===== src/rtl/crypto_stream_pkg.sv =====
// Shared definitions for the word/block stream packer and its future unpacker.
// Word width, block width, packer state and slot placement live here.
package crypto_stream_pkg;

  localparam int DEF_WORD_W  = 16;
  localparam int DEF_BLOCK_W = 128;

  typedef enum logic {
    FILL = 1'b0,
    HOLD = 1'b1
  } pack_state_e;

  // Slot 0 sits in the MSBs (big-endian block order).
  function automatic int slot_msb(
    input int block_w,
    input int word_w,
    input int k
  );
    return block_w - 1 - k * word_w;
  endfunction

endpackage


===== src/rtl/stream_block_packer.sv =====
// Packs WORDS consecutive stream words into one wide block with valid/ready.
// Define STREAM_BLOCK_PACKER_LAST_EN to add s_last short blocks and m_nwords.
module stream_block_packer
  import crypto_stream_pkg::*;
#(
  parameter int WORD_W = DEF_WORD_W,
  parameter int WORDS  = DEF_BLOCK_W / DEF_WORD_W,
  parameter int CNT_W  = 16,
  localparam int BLOCK_W = WORD_W * WORDS,
  localparam int IDX_W   = $clog2(WORDS),
  localparam int BIT_W   = $clog2(BLOCK_W),
  localparam int NW_W    = $clog2(WORDS + 1)
) (
  input  logic               clk,
  input  logic               rst,
  input  logic [WORD_W-1:0]  s_data,
  input  logic               s_valid,
  output logic               s_ready,
`ifdef STREAM_BLOCK_PACKER_LAST_EN
  input  logic               s_last,
  output logic [NW_W-1:0]    m_nwords,
`endif
  output logic [BLOCK_W-1:0] m_data,
  output logic               m_valid,
  input  logic               m_ready,
  output logic [CNT_W-1:0]   blk_cnt
);

  pack_state_e        r_state;
  logic [IDX_W-1:0]   r_cnt;
  logic [BLOCK_W-1:0] r_data;
  logic               r_s_ready;
  logic               r_m_valid;
  logic [CNT_W-1:0]   r_blk_cnt;
  logic               w_s_acc;
  logic               w_m_acc;
  logic               w_end;
`ifdef STREAM_BLOCK_PACKER_LAST_EN
  logic [NW_W-1:0]    r_nwords;

  assign w_end    = (r_cnt == IDX_W'(WORDS - 1)) || s_last;
  assign m_nwords = r_nwords;
`else
  assign w_end    = (r_cnt == IDX_W'(WORDS - 1));
`endif

  assign w_s_acc = (r_state == FILL) && s_valid;
  assign w_m_acc = (r_state == HOLD) && m_ready;
  assign s_ready = r_s_ready;
  assign m_valid = r_m_valid;
  assign m_data  = r_data;
  assign blk_cnt = r_blk_cnt;

  always_ff @(posedge clk or posedge rst) begin
    if (rst) begin
      r_state   <= FILL;
      r_cnt     <= '0;
      r_data    <= '0;
      r_s_ready <= 1'b1;
      r_m_valid <= 1'b0;
      r_blk_cnt <= '0;
`ifdef STREAM_BLOCK_PACKER_LAST_EN
      r_nwords  <= '0;
`endif
    end else begin
      unique case (r_state)
        FILL: begin
          if (w_s_acc) begin
            for (int k = 0; k < WORDS; k++) begin
              if (IDX_W'(k) == r_cnt)
                r_data[BIT_W'(slot_msb(BLOCK_W, WORD_W, k)) -: WORD_W] <= s_data;
`ifdef STREAM_BLOCK_PACKER_LAST_EN
              // A short block zero-fills every slot behind the last word.
              else if (s_last && (IDX_W'(k) > r_cnt))
                r_data[BIT_W'(slot_msb(BLOCK_W, WORD_W, k)) -: WORD_W] <= '0;
`endif
            end
            if (w_end) begin
              r_cnt     <= '0;
              r_state   <= HOLD;
              r_s_ready <= 1'b0;
              r_m_valid <= 1'b1;
`ifdef STREAM_BLOCK_PACKER_LAST_EN
              r_nwords  <= NW_W'(r_cnt) + NW_W'(1);
`endif
            end else begin
              r_cnt <= r_cnt + IDX_W'(1);
            end
          end
        end
        HOLD: begin
          if (w_m_acc) begin
            r_state   <= FILL;
            r_m_valid <= 1'b0;
            r_s_ready <= 1'b1;
            r_blk_cnt <= r_blk_cnt + CNT_W'(1);
          end
        end
        default: r_state <= FILL;
      endcase
    end
  end

endmodule


===== config.mk =====
export PLATFORM = sky130hd
export DESIGN_NAME = stream_block_packer
export DESIGN_NICKNAME = d
export VERILOG_FILES = /design/src/rtl/crypto_stream_pkg.sv /design/src/rtl/stream_block_packer.sv
export SDC_FILE = /design/constraint.sdc
export NUM_CORES = 1
export LEC_CHECK = 0
export CELL_PAD_IN_SITES_DETAIL_PLACEMENT = 0
export CELL_PAD_IN_SITES_GLOBAL_PLACEMENT = 2
export CORE_UTILIZATION = 35
export DETAILED_ROUTE_END_ITERATION = 8
export DONT_BUFFER_PORTS = 1
export PLACE_DENSITY_LB_ADDON = 0.15
export SLEW_MARGIN = 20
export SYNTH_ARGS = -nofsm -noshare
export SYNTH_HDL_FRONTEND = slang
export SYNTH_SLANG_ARGS = --single-unit

===== constraint.sdc =====
create_clock -name clk -period 2.6 [get_ports clk]
set_input_delay 0.52 -clock clk [delete_from_list [all_inputs] [get_ports clk]]
set_output_delay 0.52 -clock clk [all_outputs]
set_load 0.01 [all_outputs]

; After elaboration in Yosys (flattened, before gate mapping)
; Cells that the tools add are included.
[word_totals]
out_inout_bits = 146
register_bits = 86
[op_classes]
n_reduce_logical = 9
add_sub_neg = 2
n_bitwise = 1
eq_ne = 8
n_mux = 13
[op_table]
columns = cell, count
row1 = $add 16x1->16 const B, 1
row2 = $reduce_and 3->1, 5
row3 = $eq 3x3->1 const A, 4
row4 = $mux 1, 9
row5 = $pmux 1 s2, 3
row6 = $ne 2x2->1 const B, 2
row7 = $reduce_and 2->1, 2
row8 = $add 3x1->3 const B, 1
row9 = $eq 3x3->1 const B, 1
row10 = $mux 3, 1
row11 = $logic_and 1x1->1, 2
row12 = $ne 2x1->1 const B, 1
row13 = $not 1->1, 1

; Depth between registers and ports, before layout
; Gate-level depths: netlist of run 1.
[depth]
ltp_word = 4
depth_mapped = 6

; Worst setup path after synthesis of run 1
; No wires, ideal clock.
[synth_path]
path_type = input to register
start = in s_valid
end = reg r_data[0] (netlist: m_data[0])
slack_ns = 0.960
arrival_ns = 1.515
path_stages = 5
setup_time_ns = 0.125
t_required_ns = 2.475
path_cell_list = nor2b_1 -> buf_4 -> nand2_2 -> buf_2 -> mux2_2
[synth_via]
elab_chain_cells = 2
[synth_lines]
columns = item, line_no
row1 = "start, declared", stream_block_packer.sv:17  ; input logic s_valid,
row2 = $logic_and 1x1->1, stream_block_packer.sv:47  ; assign w_s_acc = (r_state == FILL) && s_valid;
row3 = $reduce_and 3->1 (no source line), --
row4 = "end signal, assigned by index", stream_block_packer.sv:71  ; r_data[BIT_W'(slot_msb(BLOCK_W, WORD_W, k)) -: WORD_W] <= s_data;
row5 = "end, declared", stream_block_packer.sv:31  ; logic [BLOCK_W-1:0] r_data;
; Every way passes these cells.
; A chain may end at the register's enable or synchronous reset.

; Worst setup path after layout of run 1
[layout_path]
start = reg r_state
end = reg r_data[21] (netlist: m_data[21])
[layout_via]
elab_chain_cells = 3
[layout_lines]
columns = item, line_no
row1 = "start, declared", stream_block_packer.sv:29  ; pack_state_e r_state;
row2 = "start signal, assigned", stream_block_packer.sv:56  ; r_state <= FILL;
row3 = "start signal, assigned", stream_block_packer.sv:80  ; r_state <= HOLD;
row4 = "start signal, assigned", stream_block_packer.sv:93  ; r_state <= FILL;
row5 = $not 1->1 (no source line) *, --
row6 = $logic_and 1x1->1, stream_block_packer.sv:47
row7 = $reduce_and 3->1 (no source line) *, --
; Every way passes the cells marked *; elsewhere a longest branch is shown, timed or not.

==> results_dict.tcl, run 1 <==
set metrics [dict create \
    status "finished clean" \
    max_cap_viol_count 0 \
    cts.htree.levels 3 \
    vdd_drop_max_mv 0.5828 \
    fmaxAchievable_mhz 566.7 \
    crit_arrival_ns 2.00 \
    post_layout_nonfiller_instances 444 \
    total_power_w 0.004622 \
    routed_wire_length_per_instance_microns 16.46 \
    crit_fanout 16 \
    die_h_microns 107.2 \
    die-area_sq_mm 0.01148 \
    layout-area-overhead-vs-synth_pct 4.591 \
    ctsHoldBuffers 0 \
    min-delay-path-class "in -> async" \
    boundaryPins 166 \
    multiInputGateArea_sq_mm 0.001426 \
    cts_repair_resize_count 0 \
    critPathSlowestCell "dfrtp_1" \
    report.final.setup_viol 0 \
    static-leakage-power_nw 1.913 \
    grt_first_pass_wirelength_microns 11450 \
    synthesized_area_sq_mm 0.003870 \
    postSynthRegisterBits 86 \
    unrepaired_setup_endpoints_after_global_routing "no" \
    post-route-min-period_ns 1.765 \
    r2r_cells 4 \
    die-width_microns 107.2 \
    detail_route.first_pass.iterations 3 \
    clock_latency_ns 0.35 \
    layout_worst_path_cycle_share_pct 67.87 \
    worst-path-stages 4 \
    place_hpwl_microns 5069 \
    yosysWarningCount 64 \
    end_kind "register" \
    gr-total-overflow 0 \
    port_buffers 0 \
    cts-root-buf "clkbuf_8" \
    share_of_layout_cells_above_drive_strength_1_pct 31.25 \
    mapped_cells 291 \
    critPathLaunchType "register" \
    cts_num_sinks 86 \
    hold_violations 0 \
    final_net_count 325 \
    maxSlewViolCount 0 \
    worst_clock_skew_ns 0.01128 \
    cts-buffers-inserted 9 \
    tightest_slew_ns 0.6618 \
    yosys.cell_types.count 24 \
    maxSlewHeadroom_pct 55.79 \
    drc_errors 0 \
    via_count_of_the_first_global_routing_pass 1991 \
    ff_latch_area_sq_mm 0.002153 \
    crit_chain "nor2b_1, buf_4, nand3_2, mux2_2" \
    count_of_routing_violations_after_the_opening_detailed_route_iteration 55 \
    post-place-cells 428 \
    setup-tns-final_ns 0 \
    weighted_congestion_reported_at_the_end_of_routability_driven_placement 0.7486 \
    cts.clk_slew.worst_paths_ns 0.10 \
    path_delay_family "simple AND/OR/NAND/NOR gates" \
    path_class "reg -> reg" \
    grt_max_degree 40 \
    placeableCoreArea_sq_mm 0.01079 \
    grt_use_total_pct 13.38 \
    cp.required_ns 2.84 \
    placementRows 38 \
    totalWireLength_microns 7310 \
    largest_stage_delay_on_the_critical_path_ns 0.46 \
    p_per_area_mw_per_mm2 1142 \
    cts_tree "built" \
    insertedDiodeCount 0 \
    synth.avg_cell_area_sq_um 13.30 \
    route.antenna.remaining_nets 0 \
    floorplan.initialDensity_pct 35.86 \
    dr_total_vias 1933 \
    clk_path_buf_depth 2 \
    antenna_found_initial 0 \
    cts_setup_buffers 0 \
    synth.yosys.seq_area_share_pct 55.64 \
    cp_num_buf_inv 1 \
    fillerInstances 1034 \
    via_per_instance_ratio 4.354 \
]
==> synthesized netlist by cell type <==
cell type	count	share of area, %
ha_1	6	1.9
or4_4	1	0.29
nand2_2	1	0.16
and2_1	1	0.16
buf_2	4	0.52
conb_1	1	0.097
or2_2	1	0.16
xnor2_1	10	2.3
nor2_1	7	0.68
nor2b_1	1	0.16
dfrtp_1	85	55
inv_1	5	0.49
nand3_2	3	0.78
and4_2	1	0.26
dfstp_2	1	0.68
xor2_1	5	1.1
o21ai_0	3	0.39
nand3_1	4	0.52
buf_4	65	13
mux2_2	66	19
nand4_2	1	0.32
nand2_1	13	1.3
nand4_1	5	0.81
and3_1	1	0.16
==> cells by family (layout without fill, tap and decap cells) <==
kind of cell / Yosys count / after routing / share of synthesized area (%)
multiplexers: 66 / 66 / 19.20
other: 1 / 64 / 0.09690
AO/OA/AOI/OAI: 3 / 3 / 0.3879
AND/OR/NAND/NOR: 40 / 40 / 5.723
XOR/XNOR: 15 / 15 / 3.395
flip-flops: 86 / 86 / 55.64
buffers and inverters: 74 / 24 / 13.61
adder cells (fa/ha/maj): 6 / 6 / 1.940
==> layout by cell type, fill, tap and decap left out, types with 5 or more instances in the layout <==
cell type   n
dfrtp_1    85
mux2_2     66
conb_1     64
nand2_1    13
xnor2_1    10
clkbuf_8   10
nor2_1      7
ha_1        6
nand4_1     5
xor2_1      5
==> path summary, 6_finish.rpt <==
path / startpoint / end / slack [ns]
max: r_state / m_data[21] / 0.84
min reg2reg: s_ready / s_ready / 0.52
max in group asynchronous: rst / m_data[35] / 1.79
min: rst / m_data[45] / 0.12
max reg2reg: r_state / m_data[21] / 0.84
min in group clk: m_ready / r_state / 0.25
==> layer usage <==
layer	vias to the layer above	GRT usage [%]	part of all wire (%)
li1	860	-	-
met1	966	15.41	37
met2	99	20.51	47
met3	8	8.632	14
met4	0	3.523	1.1
met5	-	0	0
==> layout make-up <==
type | count | share of cell area, %
sequential | 86 | 53.20
clock inverter | 6 | 2.411
multi-input combinational | 194 | 35.24
tap | 140 | 4.328
inverter | 5 | 0.5564
clock buffer | 10 | 3.400
timing repair buffer | 3 | 0.8655
==> through the flow <==
stage	utilization, %	setup slack (ns)	hold WS [ns]	cell area (sq um)
detailed placement	35.32	0.7322	0.4863	3812
floorplan	-	0.9604	0.4645	4110
CTS	37.50	0.7631	0.1245	4048
finish	37.50	0.8353	0.1168	4048
global route	37.50	0.7165	0.1628	4048
global placement	35.32	0.7646	0.4852	3812
==> flip-flops by register name (all words and copies together), names as in the netlist <==
register and cells:
r_cnt 3, blk_cnt 16, m_valid 1, r_state 1, m_data 64, s_ready 1
==> where the power goes <==
part	switching, W	internal [W]
sequential	0.000726	0.00191
combinational	0.000349	0.000533
clock	0.000518	0.000585
(Power assumes the default switching activity.)
==> run 2: changes to the inputs <==
==> constraint.sdc (replaced) <==
create_clock -name clk -period 1.5 [get_ports clk]
set_input_delay 0.3 -clock clk [delete_from_list [all_inputs] [get_ports clk]]
set_output_delay 0.3 -clock clk [all_outputs]
set_load 0.01 [all_outputs]
==> run 2 against run 1 <==
First-iteration DRC count grew 9.1%. Clock power grew 35%. Via count grew 6.3%. Final area grew 7.1%. Worst hold slack lost 0.073 ns. Count of clock-buffer cells in the layout is the same. Routed wire length grew 3.1%. Highest routed layer unchanged. Total power grew 73%. Sequential cell count is the same. Register-to-register slack lost 0.77 ns. Largest cell class unchanged. Combinational power grew 130%.
==> results_dict.tcl, run 2 (synthesized netlist as in run 1, its figures left out) <==
set metrics [dict create \
    status "finished clean" \
    multiInputGateArea_sq_mm 0.001480 \
    via_count_of_the_first_global_routing_pass 2204 \
    cts_tree "built" \
    max_cap_viol_count 0 \
    critPathSlowestCell "dfrtp_1" \
    min-delay-path-class "in -> reg" \
    die-width_microns 107.2 \
    drc_errors 0 \
    cts.clk_slew.worst_paths_ns 0.08 \
    fillerInstances 1041 \
    totalWireLength_microns 7540 \
    cp.required_ns 1.20 \
    boundaryPins 166 \
    cts-root-buf "clkbuf_8" \
    post-route-min-period_ns 1.446 \
    maxSlewViolCount 0 \
    antenna_found_initial 0 \
    layout_worst_path_cycle_share_pct 96.40 \
    count_of_routing_violations_after_the_opening_detailed_route_iteration 60 \
    place_ws_ns -0.02008 \
    cp_num_buf_inv 3 \
    layout.cells.most_common_list "85 x dfrtp_1, 66 x mux2_2, 64 x conb_1" \
    via_per_instance_ratio 4.342 \
    minimum_setup_slack_in_the_final_design_ns 0.05402 \
    share_of_layout_cells_above_drive_strength_1_pct 38.14 \
    cts.htree.levels 3 \
    ff_latch_area_sq_mm 0.002153 \
    grt_use_total_pct 13.59 \
    placementRows 38 \
    finish.utilization_pct 40.17 \
    post_layout_nonfiller_instances 473 \
    detail_route.first_pass.iterations 6 \
    crit_chain "buf_6, buf_4, buf_4" \
    p_per_area_mw_per_mm2 1845 \
    final_net_count 354 \
    clk_path_buf_depth 2 \
    report.final.setup_viol 0 \
    final_common_cell "dfrtp_1" \
    die-area_sq_mm 0.01148 \
    routed_wire_length_per_instance_microns 15.94 \
    place_hpwl_microns 5139 \
    port_buffers 0 \
    die_h_microns 107.2 \
    insertedDiodeCount 0 \
    largest_reg_flops 64 \
    weighted_congestion_reported_at_the_end_of_routability_driven_placement 0.7475 \
    gr-total-overflow 0 \
    grt_max_degree 87 \
    static-leakage-power_nw 2.061 \
    dr_total_vias 2054 \
    unrepaired_setup_endpoints_after_global_routing "yes" \
    grt_first_pass_wirelength_microns 11680 \
    hold_violations 0 \
    vdd_drop_max_mv 0.8001 \
    crit_arrival_ns 1.15 \
    clock_latency_ns 0.35 \
    layout-area-overhead-vs-synth_pct 12.03 \
    worst_clock_skew_ns 0.01265 \
    post-place-cells 451 \
    floorplan.initialDensity_pct 35.86 \
    crit_fanout 4 \
    fmaxAchievable_mhz 691.6 \
    end_kind "output port" \
    timing.critical_path.mode_cell "buf_4" \
    placeableCoreArea_sq_mm 0.01079 \
    path_class "reg -> out" \
    critPathLaunchType "register" \
    largest_stage_delay_on_the_critical_path_ns 0.42 \
    cts_num_sinks 86 \
    cts-buffers-inserted 9 \
    route.antenna.remaining_nets 0 \
    path_delay_family "flip-flops" \
]
run 2: report_power, final:
part / internal [W] / switching [W]
combinational: 0.00123 / 0.000790
clock: 0.000618 / 0.000865
sequential: 0.00331 / 0.00118
run 2: layout make-up:
class / instances / area share, %
clock buffers: 10 / 2.944
clock inverters: 6 / 1.068
inverters: 5 / 0.5195
multi-input cells: 194 / 34.14
flip-flops and latches: 86 / 49.67
well taps: 140 / 4.040
repair buffers: 32 / 7.619
run 2: worst paths after layout:
check	start	depth (start not counted)	slack, ns	end
max in group asynchronous	rst	3	0.58	m_data[15]
min reg2reg	s_ready	2	0.50	s_ready
max reg2reg	r_cnt[0]	4	0.07	m_data[8]
min	m_ready	1	0.04	r_state
min in group asynchronous	rst	3	0.54	m_data[50]
max	blk_cnt[1]	3	0.05	blk_cnt[1]
run 2: routing by layer:
| metal | global-route usage (%) | up-vias | part of all wire, % | wire (microns) |
|---|---|---|---|---|
| met4 | 4.207 | 0 | 1.2 | 94 |
| met5 | 0 | - | 0 | 0 |
| met3 | 8.875 | 7 | 13 | 1000 |
| li1 | - | 924 | - | - |
| met2 | 20.92 | 92 | 47 | 3509 |
| met1 | 15.27 | 1031 | 39 | 2936 |
run 2: through the flow:
stage	hold WS, ns	area [sq um]	setup TNS, ns	power [W]
finish	0.04413	4335	0	0.008000
global route	0.009584	4335	-0.02041	0.008558
CTS	0.01761	4235	0	0.008004
detailed placement	0.3492	4043	-0.1988	0.006447
global placement	0.3480	4043	-0.07165	0.006400
floorplan	0.3964	4124	0	0.005814
run 2: repair_timing:
action / CTS / global route
hold buffers: 1 / 0
setup buffers: 0 / 4
hold endpoints to repair: 85 / 0
endpoints found under the setup margin: 16 / 56
cloned: 0 / 1
pin swaps: 0 / 4
resized for setup: 1 / 9
==> run 3: changes to the inputs <==
--- a/config.mk
+++ b/config.mk
@@ -7,6 +7,7 @@
 export LEC_CHECK = 0
 export CELL_PAD_IN_SITES_DETAIL_PLACEMENT = 0
 export CELL_PAD_IN_SITES_GLOBAL_PLACEMENT = 2
+export CORE_MARGIN = 10
 export CORE_UTILIZATION = 35
 export DETAILED_ROUTE_END_ITERATION = 8
 export DONT_BUFFER_PORTS = 1
==> run 3 against run 2 <==
Worst hold slack improved by 0.0017 ns. First-iteration DRC count decreased by 15%. Critical endpoint is now blk_cnt[0]. Highest routed layer unchanged. Global-route usage decreased by 2.3 points.
==> results_dict.tcl, run 3 (synthesized netlist as in run 1, its figures left out) <==
set metrics [dict create \
    status "finished clean" \
    detail_route.first_pass.iterations 4 \
    critPathLaunchType "register" \
    die-width_microns 125.2 \
    cts_num_sinks 86 \
    cell_int_power_w 0.005511 \
    static-leakage-power_nw 2.112 \
    rr_endpoint "m_data[3]" \
    gr-total-overflow 0 \
    switching_share_pct 34.67 \
    cts-buffers-inserted 9 \
    dr_total_vias 2082 \
    via_count_of_the_first_global_routing_pass 2319 \
    weighted_congestion_reported_at_the_end_of_routability_driven_placement 0.7349 \
    grt_use_total_pct 11.27 \
    final_common_cell "dfrtp_1" \
    layout-area-overhead-vs-synth_pct 14.45 \
    end_kind "output port" \
    clk_path_buf_depth 2 \
    final_net_count 358 \
    die_h_microns 125.2 \
    floorplan.initialDensity_pct 35.70 \
    p_per_area_mw_per_mm2 1904 \
    unrepaired_setup_endpoints_after_global_routing "yes" \
    path_class "reg -> out" \
    post-route-min-period_ns 1.471 \
    layout_worst_path_cycle_share_pct 98.05 \
    largest_reg_flops 64 \
    totalWireLength_microns 9230 \
    setup-tns-final_ns 0 \
    max_cap_viol_count 0 \
    share_of_layout_cells_above_drive_strength_1_pct 40.06 \
    min-delay-path-class "in -> reg" \
    worst_clock_skew_ns 0.009594 \
    endpoint "blk_cnt[0]" \
    route.antenna.remaining_nets 0 \
    report.final.setup_viol 0 \
    via_per_instance_ratio 4.365 \
    cts_tree "built" \
    place_hpwl_microns 6815 \
    reg_to_reg_critical_path_startpoint "r_cnt[0]" \
    port_buffers 0 \
    power.share.clock_pct 21.8 \
    fillerInstances 1083 \
    power_frac_comb_pct 24.1 \
    post_route_standard_cell_area_excluding_fillers_sq_mm 0.004429 \
    r2r_slack_ns 0.03 \
    clock_latency_ns 0.35 \
    hold_violations 0 \
    cts-root-buf "clkbuf_8" \
    count_of_routing_violations_after_the_opening_detailed_route_iteration 51 \
    finish.utilization_pct 40.86 \
    vdd_drop_max_mv 0.8762 \
    minimum_setup_slack_in_the_final_design_ns 0.02927 \
    grt_max_degree 55 \
    net-switching-power_w 0.002924 \
    layout.cells.most_common_list "85 x dfrtp_1, 66 x mux2_2, 64 x conb_1" \
    boundaryPins 166 \
    die-area_sq_mm 0.01566 \
    pwr-share-seq_pct 54.1 \
    post_dp_cell_area_sq_mm 0.004050 \
    antenna_found_initial 0 \
    place_ws_ns -0.01027 \
    fmaxAchievable_mhz 679.9 \
    routed_wire_length_per_instance_microns 19.35 \
    insertedDiodeCount 0 \
    r2r_cells 5 \
    cts.htree.levels 3 \
    crit_start "blk_cnt[0]" \
    grt_first_pass_wirelength_microns 13950 \
    crit_fanout 3 \
    cts.clk_slew.worst_paths_ns 0.08 \
    maxSlewViolCount 0 \
    drc_errors 0 \
    placementRows 38 \
    crit_arrival_ns 1.17 \
    cp.required_ns 1.20 \
    placeableCoreArea_sq_mm 0.01084 \
]
-- run 3: repair_timing --
action,in CTS,in global routing
hold endpoints to repair,85,0
pin swaps,0,4
cloned,0,2
resized for setup,1,10
hold buffers,1,0
buffers inserted,2,4
setup endpoints to repair,12,64
-- run 3: power groups by stage --
stage	Sequential [W]	Clock [W]	Combinational, W
3_3_place_gp	0.00465	0	0.00184
2_1_floorplan	0.00430	0	0.00151
3_5_place_dp	0.00466	0	0.00188
5_1_grt	0.00474	0.00201	0.00228
4_1_cts	0.00462	0.00192	0.00191
6_report	0.00457	0.00184	0.00203
-- run 3: how the worst min path moves through the flow --
stage | slack [ns] | endpoint | cells after the start | start
after detailed placement | 0.28 | m_data[29] | 2 | rst
after floorplan | 0.40 | r_state | 1 | m_ready
after global placement | 0.29 | m_data[29] | 2 | rst
after CTS | 0.02 | r_state | 1 | m_ready
final | 0.05 | r_state | 1 | m_ready
after global routing | 0.05 | r_state | 1 | m_ready
-- run 3: final cells by class --
cell class / count / area (sq um) / share of cell area [%]
multi-input combinational: 194 / 1478 / 33.36
clock buffer: 9 / 123.9 / 2.797
clock inverter: 7 / 102.6 / 2.316
timing repair buffer: 36 / 374.1 / 8.446
sequential: 86 / 2153 / 48.62
tap: 140 / 175.2 / 3.955
inverter: 5 / 22.52 / 0.5085
-- run 3: worst max-delay path, stage by stage (launching register included) --
cell and delay, ns:
dfrtp_1 0.42, buf_4 0.15, buf_4 0.13, buf_4 0.14
-- run 3: per-stage QoR --
| stage | instances | total power, W | hold WS (ns) |
|---|---|---|---|
| 6_report | 477 | 0.008435 | 0.04585 |
| 2_1_floorplan | 354 | 0.005814 | 0.3964 |
| 5_1_grt | 477 | 0.009034 | 0.05240 |
| 3_5_place_dp | 452 | 0.006540 | 0.2834 |
| 4_1_cts | 471 | 0.008445 | 0.02433 |
| 3_3_place_gp | 452 | 0.006488 | 0.2880 |
-- run 3: per-layer routing --
metal,track usage (%),wire length (microns)
met1,11.25,3369
met2,18.20,4427
met3,8.450,1350
met4,3.049,82
met5,0,0
